`src/rtl/fifo2axi_if.sv`:
```
// AXI4 bus bundle for fifo2axi: AR/R read channels and AW/W/B write channels.
// slave modport is the fifo2axi side, master modport the bus-master side.
// Handshake rule on every channel: a transfer happens on a rising clock edge
// where valid and ready are both 1; once valid is raised the sender keeps
// valid and its payload unchanged until that edge, and ready may toggle freely.
interface fifo2axi_if #(
    parameter int AW = 6,
    parameter int DW = 128
);
    logic [AW-1:0] araddr;
    logic [15:0]   arid;
    logic [7:0]    arlen;
    logic          arvalid;
    logic          arready;

    logic [DW-1:0] rdata;
    logic [15:0]   rid;
    logic [1:0]    rresp;
    logic          rlast;
    logic          rvalid;
    logic          rready;

    logic [AW-1:0] awaddr;
    logic [15:0]   awid;
    logic [7:0]    awlen;
    logic          awvalid;
    logic          awready;

    logic [DW-1:0] wdata;
    logic          wvalid;
    logic          wlast;
    logic          wready;

    logic [15:0]   bid;
    logic [1:0]    bresp;
    logic          bvalid;
    logic          bready;

    modport slave (
        input  araddr, arid, arlen, arvalid,
        output arready,
        output rdata, rid, rresp, rlast, rvalid,
        input  rready,
        input  awaddr, awid, awlen, awvalid,
        output awready,
        input  wdata, wvalid, wlast,
        output wready,
        output bid, bresp, bvalid,
        input  bready
    );

    modport master (
        output araddr, arid, arlen, arvalid,
        input  arready,
        input  rdata, rid, rresp, rlast, rvalid,
        output rready,
        output awaddr, awid, awlen, awvalid,
        input  awready,
        output wdata, wvalid, wlast,
        input  wready,
        input  bid, bresp, bvalid,
        output bready
    );
endinterface

```
`src/rtl/fifo2axi.sv`:
```
// fifo2axi: AXI4 slave draining a first-word-fall-through FIFO onto the R channel.
//   read  0x00 : each R beat pops one FIFO word (empty FIFO -> rdata=0, SLVERR)
//   read  0x10 : status word {pop_count at [63:32], fifo_full, fifo_empty at [1:0]}
//   write 0x10 : any beat with wdata[0]=1 requests a one-cycle fifo_flush pulse
//   other addresses answer SLVERR.
// Optional macro FIFO2AXI_TIMEOUT_EN: an empty-FIFO data beat waits up to
// TIMEOUT_CYCLES for data before returning SLVERR; without it the error beat
// is returned immediately.
// dbg_rd_state / dbg_wr_state expose the two FSM states.
module fifo2axi #(
    parameter int AXI_ADDR_WIDTH = 6,
    parameter int AXI_DATA_WIDTH = 128,
    parameter int TIMEOUT_CYCLES = 256
) (
    input  logic                      s_axi_aclk,
    input  logic                      s_axi_areset,
    fifo2axi_if.slave                 s_axi,
    input  logic [AXI_DATA_WIDTH-1:0] fifo_dout,
    input  logic                      fifo_empty,
    input  logic                      fifo_full,
    output logic                      fifo_rd_en,
    output logic                      fifo_flush,
    output logic [1:0]                dbg_rd_state,
    output logic [1:0]                dbg_wr_state
);
    localparam logic [1:0] RESP_OKAY   = 2'b00;
    localparam logic [1:0] RESP_SLVERR = 2'b10;
    localparam logic [AXI_ADDR_WIDTH-1:0] ADDR_DATA = '0;
    localparam logic [AXI_ADDR_WIDTH-1:0] ADDR_STAT = AXI_ADDR_WIDTH'(16);
    localparam int CW = $clog2(TIMEOUT_CYCLES + 1);
`ifdef FIFO2AXI_TIMEOUT_EN
    localparam int WAIT_LIMIT = TIMEOUT_CYCLES;
`else
    localparam int WAIT_LIMIT = 0;
`endif

    typedef enum logic [1:0] {R_IDLE, R_DATA, R_STAT} rd_state_t;
    typedef enum logic [1:0] {W_IDLE, W_DATA, W_RESP} wr_state_t;

    rd_state_t rd_state;
    wr_state_t wr_state;

    logic [8:0]                beats_left;
    logic                      stat_err;
    logic [CW-1:0]             wait_cnt;
    logic [31:0]               pop_count;
    logic [15:0]               awid_q;
    logic                      wr_to_stat;
    logic                      flush_flag;

    logic                      load_slot;
    logic                      beat_due;
    logic                      data_beat;
    logic                      wait_done;
    logic                      ld;
    logic [AXI_DATA_WIDTH-1:0] ld_data;
    logic [1:0]                ld_resp;
    logic [AXI_DATA_WIDTH-1:0] stat_word;
    logic                      w_beat;
    logic                      flush_next;
    logic                      flush_clear;
    logic                      unused_ok;

    assign unused_ok = ^{s_axi.awlen, s_axi.wdata[AXI_DATA_WIDTH-1:1]};

    assign dbg_rd_state  = rd_state;
    assign dbg_wr_state  = wr_state;
    assign s_axi.arready = (rd_state == R_IDLE);
    assign s_axi.awready = (wr_state == W_IDLE);
    assign s_axi.wready  = (wr_state == W_DATA);

    // A new beat may enter the R register when it is empty or being drained
    // this cycle; a pending flush pulse defers the beat by one cycle.
    assign load_slot  = !s_axi.rvalid || s_axi.rready;
    assign beat_due   = (rd_state != R_IDLE) && (beats_left != 9'd0) && load_slot && !fifo_flush;
    assign data_beat  = beat_due && (rd_state == R_DATA);
    assign wait_done  = (wait_cnt == CW'(WAIT_LIMIT));
    assign fifo_rd_en = data_beat && !fifo_empty && !s_axi_areset;

    assign w_beat      = s_axi.wvalid && s_axi.wready;
    assign flush_next  = flush_flag || (wr_to_stat && s_axi.wdata[0]);
    assign flush_clear = w_beat && s_axi.wlast && flush_next;

    // Status word and the beat (if any) that enters the R register this cycle.
    always_comb begin
        stat_word        = '0;
        stat_word[63:32] = pop_count;
        stat_word[1:0]   = {fifo_full, fifo_empty};
        ld      = 1'b0;
        ld_data = '0;
        ld_resp = RESP_OKAY;
        if (beat_due) begin
            if (rd_state == R_STAT) begin
                ld      = 1'b1;
                ld_data = stat_err ? '0 : stat_word;
                ld_resp = stat_err ? RESP_SLVERR : RESP_OKAY;
            end else if (!fifo_empty) begin
                ld      = 1'b1;
                ld_data = fifo_dout;
            end else if (wait_done) begin
                ld      = 1'b1;
                ld_resp = RESP_SLVERR;
            end
        end
    end

    // Read FSM: AR acceptance, beat loading and R channel holding registers.
    always_ff @(posedge s_axi_aclk) begin
        if (s_axi_areset) begin
            rd_state     <= R_IDLE;
            beats_left   <= '0;
            stat_err     <= 1'b0;
            wait_cnt     <= '0;
            s_axi.rvalid <= 1'b0;
            s_axi.rdata  <= '0;
            s_axi.rresp  <= RESP_OKAY;
            s_axi.rlast  <= 1'b0;
            s_axi.rid    <= '0;
        end else begin
            case (rd_state)
                R_IDLE: begin
                    if (s_axi.arvalid) begin
                        s_axi.rid  <= s_axi.arid;
                        beats_left <= {1'b0, s_axi.arlen} + 9'd1;
                        stat_err   <= (s_axi.araddr != ADDR_DATA) && (s_axi.araddr != ADDR_STAT);
                        rd_state   <= (s_axi.araddr == ADDR_DATA) ? R_DATA : R_STAT;
                    end
                end
                default: begin
                    if (s_axi.rvalid && s_axi.rready) begin
                        s_axi.rvalid <= 1'b0;
                        if (s_axi.rlast) rd_state <= R_IDLE;
                    end
                    if (ld) begin
                        s_axi.rvalid <= 1'b1;
                        s_axi.rdata  <= ld_data;
                        s_axi.rresp  <= ld_resp;
                        s_axi.rlast  <= (beats_left == 9'd1);
                        beats_left   <= beats_left - 9'd1;
                        wait_cnt     <= '0;
                    end else if (data_beat && fifo_empty) begin
                        wait_cnt <= wait_cnt + CW'(1);
                    end else begin
                        wait_cnt <= '0;
                    end
                end
            endcase
        end
    end

    // Pop counter: cleared by a flush command, otherwise counts every pop, wraps.
    always_ff @(posedge s_axi_aclk) begin
        if (s_axi_areset)    pop_count <= '0;
        else if (flush_clear) pop_count <= '0;
        else if (fifo_rd_en)  pop_count <= pop_count + 32'd1;
    end

    // Write FSM: AW acceptance, W beat collection, flush pulse and B response.
    always_ff @(posedge s_axi_aclk) begin
        if (s_axi_areset) begin
            wr_state     <= W_IDLE;
            awid_q       <= '0;
            wr_to_stat   <= 1'b0;
            flush_flag   <= 1'b0;
            fifo_flush   <= 1'b0;
            s_axi.bvalid <= 1'b0;
            s_axi.bid    <= '0;
            s_axi.bresp  <= RESP_OKAY;
        end else begin
            fifo_flush <= 1'b0;
            case (wr_state)
                W_IDLE: begin
                    if (s_axi.awvalid) begin
                        awid_q     <= s_axi.awid;
                        wr_to_stat <= (s_axi.awaddr == ADDR_STAT);
                        flush_flag <= 1'b0;
                        wr_state   <= W_DATA;
                    end
                end
                W_DATA: begin
                    if (w_beat) begin
                        flush_flag <= flush_next;
                        if (s_axi.wlast) begin
                            fifo_flush   <= flush_next;
                            s_axi.bvalid <= 1'b1;
                            s_axi.bid    <= awid_q;
                            s_axi.bresp  <= wr_to_stat ? RESP_OKAY : RESP_SLVERR;
                            wr_state     <= W_RESP;
                        end
                    end
                end
                default: begin
                    if (s_axi.bready) begin
                        s_axi.bvalid <= 1'b0;
                        wr_state     <= W_IDLE;
                    end
                end
            endcase
        end
    end
endmodule

```
`src/flat_wrapper.sv`:
```
// flat-port wrapper written by rule: the top's interface ports become plain ports
module fifo2axi_flat 
#(
    parameter int AXI_ADDR_WIDTH = 6,
    parameter int AXI_DATA_WIDTH = 128,
    parameter int TIMEOUT_CYCLES = 256
)
  (s_axi_aclk, s_axi_areset, fifo_dout, fifo_empty, fifo_full, fifo_rd_en, fifo_flush, dbg_rd_state, dbg_wr_state, s_axi_araddr, s_axi_arid, s_axi_arlen, s_axi_arvalid, s_axi_arready, s_axi_rdata, s_axi_rid, s_axi_rresp, s_axi_rlast, s_axi_rvalid, s_axi_rready, s_axi_awaddr, s_axi_awid, s_axi_awlen, s_axi_awvalid, s_axi_awready, s_axi_wdata, s_axi_wvalid, s_axi_wlast, s_axi_wready, s_axi_bid, s_axi_bresp, s_axi_bvalid, s_axi_bready);
  fifo2axi_if #(.AW((6)), .DW((128))) s_axi_i ();
  input  logic s_axi_aclk;
  input  logic s_axi_areset;
  input  logic [AXI_DATA_WIDTH-1:0] fifo_dout;
  input  logic fifo_empty;
  input  logic fifo_full;
  output logic fifo_rd_en;
  output logic fifo_flush;
  output logic [1:0] dbg_rd_state;
  output logic [1:0] dbg_wr_state;
  input wire logic [$bits(s_axi_i.araddr)-1:0] s_axi_araddr;
  input wire logic [$bits(s_axi_i.arid)-1:0] s_axi_arid;
  input wire logic [$bits(s_axi_i.arlen)-1:0] s_axi_arlen;
  input wire logic [$bits(s_axi_i.arvalid)-1:0] s_axi_arvalid;
  output wire logic [$bits(s_axi_i.arready)-1:0] s_axi_arready;
  output wire logic [$bits(s_axi_i.rdata)-1:0] s_axi_rdata;
  output wire logic [$bits(s_axi_i.rid)-1:0] s_axi_rid;
  output wire logic [$bits(s_axi_i.rresp)-1:0] s_axi_rresp;
  output wire logic [$bits(s_axi_i.rlast)-1:0] s_axi_rlast;
  output wire logic [$bits(s_axi_i.rvalid)-1:0] s_axi_rvalid;
  input wire logic [$bits(s_axi_i.rready)-1:0] s_axi_rready;
  input wire logic [$bits(s_axi_i.awaddr)-1:0] s_axi_awaddr;
  input wire logic [$bits(s_axi_i.awid)-1:0] s_axi_awid;
  input wire logic [$bits(s_axi_i.awlen)-1:0] s_axi_awlen;
  input wire logic [$bits(s_axi_i.awvalid)-1:0] s_axi_awvalid;
  output wire logic [$bits(s_axi_i.awready)-1:0] s_axi_awready;
  input wire logic [$bits(s_axi_i.wdata)-1:0] s_axi_wdata;
  input wire logic [$bits(s_axi_i.wvalid)-1:0] s_axi_wvalid;
  input wire logic [$bits(s_axi_i.wlast)-1:0] s_axi_wlast;
  output wire logic [$bits(s_axi_i.wready)-1:0] s_axi_wready;
  output wire logic [$bits(s_axi_i.bid)-1:0] s_axi_bid;
  output wire logic [$bits(s_axi_i.bresp)-1:0] s_axi_bresp;
  output wire logic [$bits(s_axi_i.bvalid)-1:0] s_axi_bvalid;
  input wire logic [$bits(s_axi_i.bready)-1:0] s_axi_bready;
  assign s_axi_i.araddr = s_axi_araddr;
  assign s_axi_i.arid = s_axi_arid;
  assign s_axi_i.arlen = s_axi_arlen;
  assign s_axi_i.arvalid = s_axi_arvalid;
  assign s_axi_arready = s_axi_i.arready;
  assign s_axi_rdata = s_axi_i.rdata;
  assign s_axi_rid = s_axi_i.rid;
  assign s_axi_rresp = s_axi_i.rresp;
  assign s_axi_rlast = s_axi_i.rlast;
  assign s_axi_rvalid = s_axi_i.rvalid;
  assign s_axi_i.rready = s_axi_rready;
  assign s_axi_i.awaddr = s_axi_awaddr;
  assign s_axi_i.awid = s_axi_awid;
  assign s_axi_i.awlen = s_axi_awlen;
  assign s_axi_i.awvalid = s_axi_awvalid;
  assign s_axi_awready = s_axi_i.awready;
  assign s_axi_i.wdata = s_axi_wdata;
  assign s_axi_i.wvalid = s_axi_wvalid;
  assign s_axi_i.wlast = s_axi_wlast;
  assign s_axi_wready = s_axi_i.wready;
  assign s_axi_bid = s_axi_i.bid;
  assign s_axi_bresp = s_axi_i.bresp;
  assign s_axi_bvalid = s_axi_i.bvalid;
  assign s_axi_i.bready = s_axi_bready;
  fifo2axi #(.AXI_ADDR_WIDTH(AXI_ADDR_WIDTH), .AXI_DATA_WIDTH(AXI_DATA_WIDTH), .TIMEOUT_CYCLES(TIMEOUT_CYCLES)) u_core (.s_axi_aclk(s_axi_aclk), .s_axi_areset(s_axi_areset), .s_axi(s_axi_i), .fifo_dout(fifo_dout), .fifo_empty(fifo_empty), .fifo_full(fifo_full), .fifo_rd_en(fifo_rd_en), .fifo_flush(fifo_flush), .dbg_rd_state(dbg_rd_state), .dbg_wr_state(dbg_wr_state));
endmodule
```
`config.mk`:
```
export PLATFORM = sky130hd
export DESIGN_NAME = fifo2axi_flat
export DESIGN_NICKNAME = d
export VERILOG_FILES = /design/src/rtl/fifo2axi_if.sv /design/src/rtl/fifo2axi.sv /design/src/flat_wrapper.sv
export SDC_FILE = /design/constraint.sdc
export NUM_CORES = 1
export LEC_CHECK = 0
export BUFFER_PORTS_ARGS = -buffer_cell sky130_fd_sc_hd__buf_4
export CORE_AREA = 5 5 193 195
export CTS_BUF_LIST = sky130_fd_sc_hd__clkbuf_4 sky130_fd_sc_hd__clkbuf_8
export DETAILED_ROUTE_END_ITERATION = 8
export DIE_AREA = 0 0 198 200
export GPL_ROUTABILITY_DRIVEN = 0
export SETUP_SLACK_MARGIN = 0.05
export SYNTH_ARGS = -nofsm -noshare
export SYNTH_HDL_FRONTEND = slang
export SYNTH_SLANG_ARGS = --single-unit
```
`constraint.sdc`:
```
create_clock -name s_axi_aclk -period 2.49 [get_ports s_axi_aclk]
set_input_delay 0.249 -clock s_axi_aclk [delete_from_list [all_inputs] [get_ports s_axi_aclk]]
set_output_delay 0.249 -clock s_axi_aclk [all_outputs]
set_load 0.05 [all_outputs]
```
## Word-level counts from Yosys, hierarchy flattened

Index checks and enable logic that the tools add are counted.

| storage, ports and cells | value |
|---|---|
| register bits after elaboration | 241 |
| input port bits | 326 |
| output and inout port bits | 176 |
| logic and storage cells | 120 |

| cells by class | value |
|---|---|
| add/sub/neg operators | 4 |
| equal/unequal tests | 10 |
| mux-type cells | 38 |
| bitwise operators | 5 |
| reduce and logical (&&, ||, !) cells | 45 |

Operators by type and width:

| operator | number |
|---|---|
| $mux W128 | 3 |
| $mux W64 | 1 |
| $mux W9 | 5 |
| $add A32 B1 Y32 const B | 1 |
| $mux W2 | 15 |
| $reduce_bool A2 Y1 | 7 |
| $logic_and A1 B1 Y1 | 13 |
| $mux W1 | 11 |
| $reduce_and A2 Y1 | 5 |
| $add A8 B1 Y9 const B | 1 |
| $add A9 B1 Y9 const B | 1 |
| $eq A9 B1 Y1 const B | 1 |
| $logic_not A9 Y1 | 1 |
| $reduce_and A3 Y1 | 3 |
| $reduce_bool A9 Y1 | 1 |
| $sub A9 B1 Y9 const B | 1 |
| $ne A2 B2 Y1 const B | 4 |
| $reduce_and A4 Y1 | 2 |
| $eq A6 B5 Y1 const B | 1 |
| $logic_not A6 Y1 | 1 |
| $ne A6 B5 Y1 const B | 1 |
| $reduce_bool A6 Y1 | 1 |
| $not A1 Y1 | 5 |
| $eq A2 B1 Y1 const B | 2 |
| 9 further kinds | 15 |

## Logic depth before layout (Yosys ltp)

Gate-level depths: netlist of the first run.

| logic depth | value |
|---|---|
| depth after elaboration | 8 |
| gate-level depth with buffers | 10 |
| gate-level depth less buffers | 7 |

## Worst setup path before layout of the first run

OpenSTA, ideal clock, no wires.

| timing path | value |
|---|---|
| path type | flip-flop to flip-flop |
| from | register u_core.wr_state[0] (netlist: u_core.dbg_wr_state[0]) |
| to | register u_core.s_axi.bid[10] |
| setup time | 70 ps |
| arrival | 2495 ps |
| required time | 2420 ps |
| path slack | -76 ps |
| cell stages (with the launch flop) | 7 |
| path buffers | 2 |
| clock period less this slack | 2566 ps |
| path through | dfxtp_1 > nor2b_1 > and3_1 > clkbuf_1 > clkbuf_1 > nand2_1 > a21oi_1 |

| between the ends | value |
|---|---|
| longest elaborated chain between the ends | 3 |

RTL lines:

| item | RTL line | text |
|---|---|---|
| from (decl) | fifo2axi.sv:41 | `wr_state_t wr_state;` |
| from (signal assigned) | fifo2axi.sv:161 | `wr_state <= W_IDLE;` |
| from (signal assigned) | fifo2axi.sv:177 | `wr_state <= W_DATA;` |
| from (signal assigned) | fifo2axi.sv:188 | `wr_state <= W_RESP;` |
| $eq A2 B1 Y1 * | fifo2axi.sv:70 | `assign s_axi.wready = (wr_state == W_DATA);` |
| net s_axi_wready | flat_wrapper.sv:38 | `output wire logic [$bits(s_axi_i.wready)-1:0] s_axi_wready;` |
| $logic_and A1 B1 Y1 | fifo2axi.sv:80 | `assign w_beat = s_axi.wvalid && s_axi.wready;` |
| $reduce_and A3 Y1 (no source line) * | - |  |
| to (signal assigned) | fifo2axi.sv:186 | `s_axi.bid <= awid_q;` |
| to (decl) | fifo2axi_if.sv:48 | `output bid, bresp, bvalid,` |

Mark *: on every way through the listed nets, which the timed path passes. The rest lies on a longest branch.
A chain may end at the register's enable or synchronous reset.

## Worst setup path in the final report of the first run

| timing path | value |
|---|---|
| from | register u_core.beats_left[2] |
| to | output fifo_rd_en |

| between the ends | value |
|---|---|
| longest elaborated chain between the ends | 7 |

RTL lines:

| item | RTL line | text |
|---|---|---|
| from (decl) | fifo2axi.sv:43 | `logic [8:0] beats_left;` |
| from (signal assigned) | fifo2axi.sv:124 | `beats_left <= {1'b0, s_axi.arlen} + 9'd1;` |
| from (signal assigned) | fifo2axi.sv:139 | `beats_left <= beats_left - 9'd1;` |
| $reduce_bool A9 Y1 | fifo2axi.sv:75 | `assign beat_due = (rd_state != R_IDLE) && (beats_left != 9'd0) && load_slot && !fifo_flush;` |
| $logic_and A1 B1 Y1 (3 in a row) | fifo2axi.sv:75 |  |
| $logic_and A1 B1 Y1 | fifo2axi.sv:76 | `assign data_beat = beat_due && (rd_state == R_DATA);` |
| $logic_and A1 B1 Y1 (2 in a row) | fifo2axi.sv:78 | `assign fifo_rd_en = data_beat && !fifo_empty && !s_axi_areset;` |
| to (decl) | flat_wrapper.sv:15 | `output logic fifo_rd_en;` |

Every way passes these cells.

==> qor.yml, run 1 <==
synth_top_family_by_area: "simple AND/OR/NAND/NOR gates"
clock_latency_ns: 0.57
critical_path_arrival_ns: 2.01
wl_per_cell_um: 16.5
synth_warnings: 0
synthSimpleGateAreaFrac_pct: 27.2
hold_slack_ns: 0.0250
cp_top_family: "simple AND/OR/NAND/NOR gates"
cts_root_buf: "clkbuf_8"
grt.total_usage_pct: 16.8
synth_area_leaders: "dfxtp_1 (49%), nand2_1 (9.0%), a21oi_1 (9.0%)"
ir_drop_mv: 0.349
cp_data_required_time_ns: 2.24
antenna_found_initial: 0
period_minus_slack_ns: 2.26
synth_top_area_share_pct: 49.2
critPathBufInv: 3
vias: 10658
ant_nets: 0
muxShareOfSynthArea_pct: 0.206
cp_slowest_cell: "dfxtp_1"
fp.dieArea_sq_um: 39600
core.rowCount: 69
core_sq_um: 35200
drt-pass1-iter-count: 5
worst_pin_slew_ns: 0.814
start_util_pct: 27.6
cp-end-kind: "primary output"
routed_wl_um: 36200
die_w_um: 198
grt_pass1_vias: 10378
max_freq_mhz: 442
io_buffers: 364
grt_max_degree: 82
dieHeight_um: 200
ys.flop_type: "dfxtp_1"
viasPerCell: 4.84
ys_types: 58
cts_tree: "done"
dpl.hpwl_um: 23800
drc_errors: 0
synth-async-reset-ratio_pct: 0
min_period_over_period_pct: 90.8
top_level_ports: 502
netlist_area_sq_um: 9720
synth_compound_area_share_pct: 16.2
hold_viol_final: 0
synth_top_cell_by_area: "dfxtp_1"
rsz0062_at_grt: "false"
status: "complete, no violations"
grt_pass1_wl_um: 54600
clk_pin_slew_ns: 0.06
start_kind: "flip-flop"
diodes: 0
h-tree-depth: 2
synth_cells: 1199
synth.most_common_cell: "dfxtp_1"
drt_iter0_drc: 440
criticalPathCategory: "reg -> out"
final_layout_size_suffix_gt1_share_pct: 28.5
cp_max_fo: 13
crit_chain: "nor4_4 -> nand3_2 -> buf_4 -> nand2_1 -> inv_1 -> buf_4"
cts_buffer_depth: 3
maxSlewHeadroom_pct: 45.5
max_cap_violations: 0
final_max_slew_viol_count: 0
synth_area_per_cell_sq_um: 8.11
ys_seq_area_share_pct: 49.2
layout.nets: 2045
cts_buffers: 43
area_delta_synth_final_pct: 59.9
power_density_nw_per_um2: 670
synthTopCellsByCount: "dfxtp_1 (239), nand2_1 (233), a21oi_1 (174)"
cp_slowest_stage_delay_ns: 0.38
grt_overflow_total: 0
setup_tns_ns: 0
finClkSkew_ns: 0.0282
p_leak_nw: 6.33
synthXorXnorAreaFrac_pct: 1.62
synth-edff-count: 0
synth_adder_area_share_pct: 0.901
ys_seq_elements: 239
setup_viol: 0
hold_path.class: "in -> reg"
cts.sinks: 239
crit_top_cell: "buf_4"
==> timing repair <==
action | CTS | global route
endpoints found under the setup margin | 1 | 16
gates resized for setup | 0 | 5
buffers inserted | 1 | 4
gates cloned | 0 | 1
hold buffers | 163 | 0
pin swaps | 1 | 2
endpoints found under the hold margin | 163 | 0
==> per-layer routing <==
metal	part of all wire [%]	track usage, %	vias to the layer above
met5	0	0	-
met4	3.3	6.15	0
met3	8.5	5.14	82
met2	47	28.1	366
met1	41	20.5	4984
li1	-	-	5226
==> cell families after synthesis <==
kind of cell | after synthesis
compound gates | 266
xor+xnor | 18
fa+ha+maj | 7
buf+inv | 108
flops | 239
mux | 2
other cells | 1
simple gates | 558
==> cells in the final DEF (no fill, tap or decap), drive strengths merged, types with 10 or more instances in the layout <==
master | Yosys | routed
dlygate4sd3 | 0 | 163
nand3 | 118 | 118
nand4 | 15 | 15
xor2 | 10 | 10
a221oi | 34 | 34
buf | 35 | 398
a21oi | 174 | 174
inv | 13 | 14
nor2 | 75 | 75
nand2 | 233 | 233
nor3 | 47 | 47
clkbuf | 60 | 67
and3 | 10 | 11
or4 | 19 | 19
o211ai | 10 | 10
o21ai | 19 | 19
dfxtp | 239 | 239
==> stage by stage <==
stage / instance area (sq um) / worst slack, ns / total power [mW] / instances / util (%)
2_1_floorplan: 9730 / 0.118 / 5.59 / 1200 / -
3_3_place_gp: 13000 / 0.287 / 6.44 / 1959 / 36.8
3_5_place_dp: 13000 / 0.209 / 6.46 / 1959 / 36.8
4_1_cts: 15500 / 0.0771 / 10.5 / 2195 / 43.9
5_1_grt: 15500 / 0.0675 / 10.9 / 2200 / 44.1
6_report: 15500 / 0.230 / 10.4 / 2200 / 44.1
==> worst register-to-register path: cells and delay by family, from the launching register on <==
| family | cells | cell delay (ns) |
|---|---|---|
| and+or+nand+nor | 3 | 0.86 |
| AOI/OAI and AO/OA | 2 | 0.62 |
| DFF | 1 | 0.37 |
| adders and majority gates | 1 | 0.20 |
| buffers and inverters | 1 | 0.09 |
==> flip-flops by register name (all words and copies together), names as in the netlist, 2 cells and up <==
name	count
u_core.dbg_rd_state	2
u_core.wait_cnt	9
u_core.beats_left	9
u_core.s_axi.rid	16
u_core.dbg_wr_state	2
u_core.s_axi.bid	16
u_core.s_axi.rdata	128
u_core.pop_count	32
u_core.awid_q	16
==> power breakdown <==
| part | switching [mW] | internal, mW |
|---|---|---|
| logic | 1.52 | 0.947 |
| registers | 0.125 | 4.03 |
| clock network | 1.64 | 2.16 |
| total | 3.28 | 7.14 |
==> final timing paths <==
path,slack [ns],cells after the start,end,from
worst max-delay path,0.23,6,fifo_rd_en,u_core.beats_left[2]
worst min-delay path,0.02,3,u_core.s_axi.rdata[53],fifo_dout[53]
worst max register to register,0.29,7,u_core.wait_cnt[2],u_core.wait_cnt[0]
worst min register to register,0.45,2,u_core.s_axi.rdata[108],u_core.s_axi.rdata[108]
==> final cells by class <==
class                      count  area, sq um
inverter                      13         48.8
sequential                   239         4790
multi-input combinational    854         4550
fill                        3375        19700
timing repair buffer         561         4720
clock inverter                 5         56.3
tap                          461          577
clock buffer                  67          810
No activity file was read; power rests on OpenSTA's default activity.
==> inputs of run 2 (changes only) <==
Settings changed: ABC_AREA from default to 1, CORE_AREA 5 5 193 195 to 5 5 195 197, DIE_AREA 0 0 198 200 to 0 0 200 202, GPL_ROUTABILITY_DRIVEN 0 to default.
==> qor.yml, run 2 <==
ant_nets: 0  # unchanged
min-delay-start: "fifo_full"  # was fifo_dout[53]
core.rowCount: 70  # was 69
intPower_mw: 7.34  # was 7.14 mW
cts_buffers: 44  # was 43
status: "complete, no violations"  # unchanged
power_density_nw_per_um2: 683  # was 670 nW/um^2
synth_area_leaders: "dfxtp_1 (45%), nand2_1 (13%), nor2_1 (11%)"  # was dfxtp_1 (49%), nand2_1 (9.0%), a21oi_1 (9.0%)
drc_errors: 0  # unchanged
critical_path_arrival_ns: 1.97  # was 2.01 ns
top_level_ports: 502  # unchanged
finClkSkew_ns: 0.0238  # was 0.0282 ns
crit_top_cell: "nand2_1"  # was buf_4
fp.dieArea_sq_um: 40400  # was 39,600 sq um
grt_pass1_wl_um: 58500  # was 54,600 um
ys_types: 35  # was 58
synth-edff-count: 0  # unchanged
ys_seq_elements: 239  # unchanged
dpl.hpwl_um: 24700  # was 23,800 um
maxSlewHeadroom_pct: 51.7  # was 45.5%
cp_data_required_time_ns: 2.24  # about the same
reg_top3: "u_core.s_axi.rdata x128, u_core.pop_count x32"  # unchanged
core_sq_um: 36100  # was 35,200 sq um
worst_pin_slew_ns: 0.724  # was 0.814 ns
vias: 11683  # was 10,658
grt_max_degree: 150  # was 82
hold_viol_final: 0  # unchanged
synth_cells: 1506  # was 1,199
synth_top_cell_by_area: "dfxtp_1"  # unchanged
synth.most_common_cell: "nand2_1"  # was dfxtp_1
cp-end-kind: "primary output"  # unchanged
netSwitchingFraction_pct: 32.9  # was 31.5%
layout_common_cells: "buf_4 (386), nand2_1 (351), nor2_1 (311)"  # was buf_4 (389), dfxtp_1 (238), nand2_1 (233)
min_period_over_period_pct: 88.9  # was 90.8%
crit_chain: "inv_2 -> ha_1 -> nand2_1 -> nor2_1 -> nand2_1 -> nand3_2 -> nor2_4 -> buf_8"  # was nor4_4 -> nand3_2 -> buf_4 -> nand2_1 -> inv_1 -> buf_4
layout.nets: 2320  # was 2,045
grt.total_usage_pct: 17.6  # was 16.8%
ys_seq_area_share_pct: 45.4  # was 49.2%
setup_viol: 0  # unchanged
cts_buffer_depth: 3  # unchanged
fillerInstances: 3559  # was 3,375
cp_top_family: "simple AND/OR/NAND/NOR gates"  # unchanged
synth-async-reset-ratio_pct: 0  # unchanged
final_common_cell: "buf_4"  # unchanged
io_buffers: 364  # unchanged
max_cap_violations: 0  # unchanged
dieHeight_um: 202  # was 200 um
post_dp_cell_area_sq_um: 13700  # was 13,000 sq um
largest_register_ffs: 128  # unchanged
place.gp.congestion: 0.864
cts_root_buf: "clkbuf_8"  # unchanged
clk_pin_slew_ns: 0.06  # about the same
cp_slowest_cell: "dfxtp_1"  # unchanged
grt_overflow_total: 0  # unchanged
r2r-start: "u_core.dbg_wr_state[0]"  # was u_core.wait_cnt[0]
synth_top_area_share_pct: 45.4  # was 49.2%
top_register: "u_core.s_axi.rdata"  # unchanged
netlist_area_sq_um: 10500  # was 9720 sq um
max_freq_mhz: 452  # was 442 MHz
power_frac_seq_pct: 38.4  # was 39.9%
start_kind: "flip-flop"  # unchanged
drt_iter0_drc: 542  # was 440
h-tree-depth: 2  # unchanged
rsz0062_at_grt: "false"  # unchanged
grt_pass1_vias: 11392  # was 10,378
synth_area_per_cell_sq_um: 7.00  # was 8.11 sq um
synth_warnings: 0  # unchanged
wl_per_cell_um: 15.2  # was 16.5 um
ys.flop_type: "dfxtp_1"  # unchanged
antenna_found_initial: 2  # was 0
final_layout_size_suffix_gt1_share_pct: 24.2  # was 28.5%
area_delta_synth_final_pct: 52.1  # was 59.9%
setup_tns_ns: 0  # unchanged
cp_max_fo: 4  # was 13
viasPerCell: 4.69  # was 4.84
clkPwrFrac_pct: 37.6  # was 36.4%
combPwrFrac_pct: 24.0  # was 23.7%
period_minus_slack_ns: 2.21  # was 2.26 ns
start_util_pct: 29.2  # was 27.6%
design_area_sq_um: 16000  # was 15,500 sq um
critPathBufInv: 2  # was 3
cts.sinks: 239  # unchanged
hold_path.class: "in -> reg"  # unchanged
crit_start: "u_core.beats_left[0]"  # was u_core.beats_left[2]
routed_wl_um: 37700  # was 36,200 um
criticalPathCategory: "reg -> out"  # unchanged
cp_slowest_stage_delay_ns: 0.36  # was 0.38 ns
final_max_slew_viol_count: 0  # unchanged
drt-pass1-iter-count: 5  # unchanged
clock_latency_ns: 0.60  # was 0.57 ns
power_switching_mw: 3.60  # was 3.28 mW
synthTopCellsByCount: "nand2_1 (351), nor2_1 (312), dfxtp_1 (239)"  # was dfxtp_1 (239), nand2_1 (233), a21oi_1 (174)
ir_drop_mv: 0.524  # was 0.349 mV
cts_tree: "done"  # unchanged
die_w_um: 200  # was 198 um
p_leak_nw: 6.86  # was 6.33 nW
==> run 2: cell count changes in the layout (fill, tap and decap cells not counted), sizes merged, moves of 50 or more <==
cell,change
a21oi,-62
a22oi,+73
inv,+50
nand2,+120
nor2,+241
o21ai,+83
==> run 2: routing by layer <==
layer | global-route usage [%] | share of wire [%]
met5 | 0 | 0.053
met3 | 6.28 | 8.5
met2 | 29.9 | 48
met1 | 20.5 | 41
met4 | 6.02 | 2.9
==> run 2: worst register-to-register path, delay by kind of cell (launching register included) <==
family | cells | cell delay [ns]
and+or+nand+nor | 5 | 0.96
buffers and inverters | 2 | 0.66
DFF | 1 | 0.42
==> run 2: cells by family after synthesis <==
kind of cell | share of synthesized area, %
AND/OR/NAND/NOR | 30.2
other | 0.0356
XOR/XNOR | 1.08
buffers and inverters | 6.44
flip-flops | 45.4
AO/OA/AOI/OAI | 16.0
adder cells (fa/ha/maj) | 0.831
==> run 2: per-stage QoR <==
stage	utilization, %	setup WS, ns	total power [mW]	std cells	hold slack (ns)
global route	44.4	0.0704	11.5	2489	0.0354
floorplan	-	0.180	5.86	1507	0.409
finish	44.4	0.275	10.9	2489	0.0505
CTS	44.4	0.103	11.1	2486	0.000199
global placement	37.9	0.378	6.71	2270	0.449
detailed placement	37.9	0.387	6.74	2270	0.452
==> run 2: what timing repair did <==
| item | 4_1_cts | 5_1_grt |
|---|---|---|
| pin swaps | 1 | 1 |
| endpoints found under the hold margin | 133 | 0 |
| hold buffers | 136 | 0 |
| buffers inserted | 1 | 2 |
| resized for setup | 2 | 2 |
| endpoints found under the setup margin | 1 | 1 |
==> run 2: final cells by class <==
| cell class | count | area, sq um | share of cell area [%] |
|---|---|---|---|
| inverter | 65 | 244 | 1.52 |
| sequential | 239 | 4780 | 29.9 |
| multi-input combinational | 1110 | 5090 | 31.7 |
| clock buffer | 68 | 873 | 5.45 |
| tap | 468 | 586 | 3.65 |
| antenna | 1 | 2.50 | 0.0156 |
| clock inverter | 11 | 95.1 | 0.593 |
| timing repair buffer | 527 | 4350 | 27.2 |
==> run 2: power by group through the flow <==
stage,sequential (mW),clock [mW],combinational (mW)
3_3_place_gp,4.28,0,2.44
2_1_floorplan,4.93,0,0.933
4_1_cts,4.20,4.26,2.64
6_report,4.20,4.12,2.62
5_1_grt,4.23,4.44,2.84
3_5_place_dp,4.28,0,2.45
==> run 2: path summary, 6_finish.rpt <==
kind / to / slack [ns] / cells past startpoint
worst min register to register: u_core.s_axi.rdata[102] / 0.46 / 2
worst min-delay path: u_core.s_axi.rdata[1] / 0.05 / 5
worst max register to register: u_core.s_axi.bid[12] / 0.33 / 7
worst max-delay path: fifo_rd_en / 0.28 / 8
==> inputs of run 3 (changes only) <==
Clock period 2.49 ns to 2.35 ns, I/O delays scaled along.
==> qor.yml, run 3 (same netlist as run 2, synthesis figures left out) <==
status: "complete, no violations"  # unchanged
grt_pass1_vias: 11960  # was 11,392
final_max_slew_viol_count: 0  # unchanged
min_period_over_period_pct: 90.4
h-tree-depth: 2  # unchanged
drt_iter0_drc: 511  # was 542
worst_pin_slew_ns: 0.825  # was 0.724 ns
fin_util_pct: 45.1  # was 44.4%
cp-end-kind: "primary output"  # unchanged
ant_nets: 0  # unchanged
cp_data_required_time_ns: 2.12  # was 2.24 ns
fillerInstances: 3610  # was 3,559
ir_drop_mv: 0.470  # was 0.524 mV
design_area_sq_um: 16300  # was 16,000 sq um
crit_start: "u_core.beats_left[0]"  # unchanged
cts_tree: "done"  # unchanged
criticalPathCategory: "reg -> out"  # unchanged
start_kind: "flip-flop"  # unchanged
post_dp_cell_area_sq_um: 13700  # about the same
r2r_cells: 8  # was 7
power.total_mw: 11.9  # was 10.9 mW
top_register: "u_core.s_axi.rdata"  # unchanged
core.rowCount: 70  # unchanged
period_minus_slack_ns: 2.12
cts_buffer_depth: 3  # unchanged
place_inst: 2271  # was 2,270
grtUsageMet3_pct: 5.72  # was 6.28%
area_delta_synth_final_pct: 54.5  # was 52.1%
hold_depth: 4  # was 5
grt.total_usage_pct: 18.2  # was 17.6%
use_met2_pct: 31.0  # was 29.9%
core_sq_um: 36100  # unchanged
grt_pass1_wl_um: 60500  # was 58,500 um
cp_max_fo: 4  # unchanged
critical_path_arrival_ns: 1.89  # was 1.97 ns
multi_input_comb_area_sq_um: 5100  # was 5090 sq um
finClkSkew_ns: 0.0286  # was 0.0238 ns
reg_top3: "u_core.s_axi.rdata x128, u_core.pop_count x32"  # unchanged
dieHeight_um: 202  # unchanged
drc_errors: 0  # unchanged
viasPerCell: 4.72  # was 4.69
grt_util_met1_pct: 20.9  # was 20.5%
vias: 11826  # was 11,683
hold_viol_final: 0  # unchanged
grt_overflow_total: 0  # unchanged
maxSlewHeadroom_pct: 45.0  # was 51.7%
layout.nets: 2336  # was 2,320
cts.sinks: 239  # unchanged
layout_common_cells: "buf_4 (384), nand2_1 (350), nor2_1 (309)"  # was buf_4 (386), nand2_1 (351), nor2_1 (311)
routed_wl_um: 38200  # was 37,700 um
cts_buffers: 45  # was 44
wl_per_cell_um: 15.2  # about the same
dpl.hpwl_um: 24900  # was 24,700 um
p_leak_nw: 6.97  # was 6.86 nW
max_freq_mhz: 471
min-delay-start: "s_axi_araddr[4]"  # was fifo_full
top_level_ports: 502  # unchanged
clk_pin_slew_ns: 0.06  # about the same
place.gp.congestion: 0.863  # was 0.864
setup_tns_ns: 0  # unchanged
power_density_nw_per_um2: 729  # was 683 nW/um^2
regArea_sq_um: 4790  # was 4780 sq um
setup_viol: 0  # unchanged
antenna_found_initial: 1  # was 2
clock_latency_ns: 0.60  # about the same
cts_root_buf: "clkbuf_8"  # unchanged
fp.dieArea_sq_um: 40400  # unchanged
drt-pass1-iter-count: 6  # was 5
largest_register_ffs: 128  # unchanged
rsz0062_at_grt: "false"  # unchanged
io_buffers: 364  # unchanged
grt_max_degree: 124  # was 150
r2r-start: "u_core.dbg_rd_state[1]"  # was u_core.dbg_wr_state[0]
start_util_pct: 29.2  # unchanged
die_w_um: 200  # unchanged
final_layout_size_suffix_gt1_share_pct: 24.4  # was 24.2%
final_common_cell: "buf_4"  # unchanged
grt_busiest_layer: "met2"  # unchanged
hold_path.class: "in -> reg"  # unchanged
max_cap_violations: 0  # unchanged
fin_cells: 2507  # was 2,489
[run 3: cell count changes in the layout (fill, tap and decap cells not counted), sizes merged]
| cell | change |
|---|---|
| clkinv | +1 |
| clkinvlp | -1 |
| dlygate4sd3 | +15 |
| bufinv | +2 |
| clkbuf | +1 |
[run 3: path summary, 6_finish.rpt]
check / to / slack [ns]
setup / recovery: fifo_rd_en / 0.23
hold / removal: u_core.dbg_rd_state[1] / 0.07
setup reg to reg: u_core.s_axi.rdata[1] / 0.23
hold reg to reg: u_core.s_axi.rdata[26] / 0.46
[run 3: metal layers]
layer  share of wire (%)  vias up  routed length, um
met1                  40     5394              15400
met3                 8.4       91               3210
met2                  48      402              18200
li1                    -     5939                  -
met4                 3.5        0               1320
met5                   0        -                  0
[run 3: final cells by class]
type | instances | area share (%)
diodes | 1 | 0.0154
clock buffers | 69 | 5.37
clock inverters | 13 | 0.938
inverters | 65 | 1.50
multi-input cells | 1110 | 31.3
flip-flops and latches | 239 | 29.4
well taps | 468 | 3.60
repair buffers | 542 | 27.8
[run 3: metrics by stage]
step	setup slack, ns	hold slack (ns)
6_report	0.226	0.0664
5_1_grt	0.0624	0.0360
4_1_cts	0.0503	0.00163
3_5_place_dp	0.235	0.455
3_3_place_gp	0.260	0.450
2_1_floorplan	0.0533	0.395
[run 3: report_power, final]
group | switching [mW] | internal (mW) | leakage, nW
clock | 1.87 | 2.72 | 0.546
combinational | 1.81 | 1.01 | 4.48
sequential | 0.146 | 4.31 | 1.94
total | 3.83 | 8.04 | 6.97
[run 3: what timing repair did]
item / in CTS / in global routing
pin swaps: 1 / 2
endpoints found under the hold margin: 148 / 0
hold buffers: 151 / 0
gates resized for setup: 4 / 5
cloned: 0 / 0
setup endpoints to repair: 1 / 1
setup buffers: 2 / 0
[run 3: critical path, stage by stage, from the launching register on]
cell,delay (ns)
dfxtp_2,0.35
inv_2,0.06
ha_1,0.20
nand2_2,0.07
nor2_4,0.05
nand2_1,0.08
nand3_2,0.09
nor2_4,0.22
buf_8,0.18
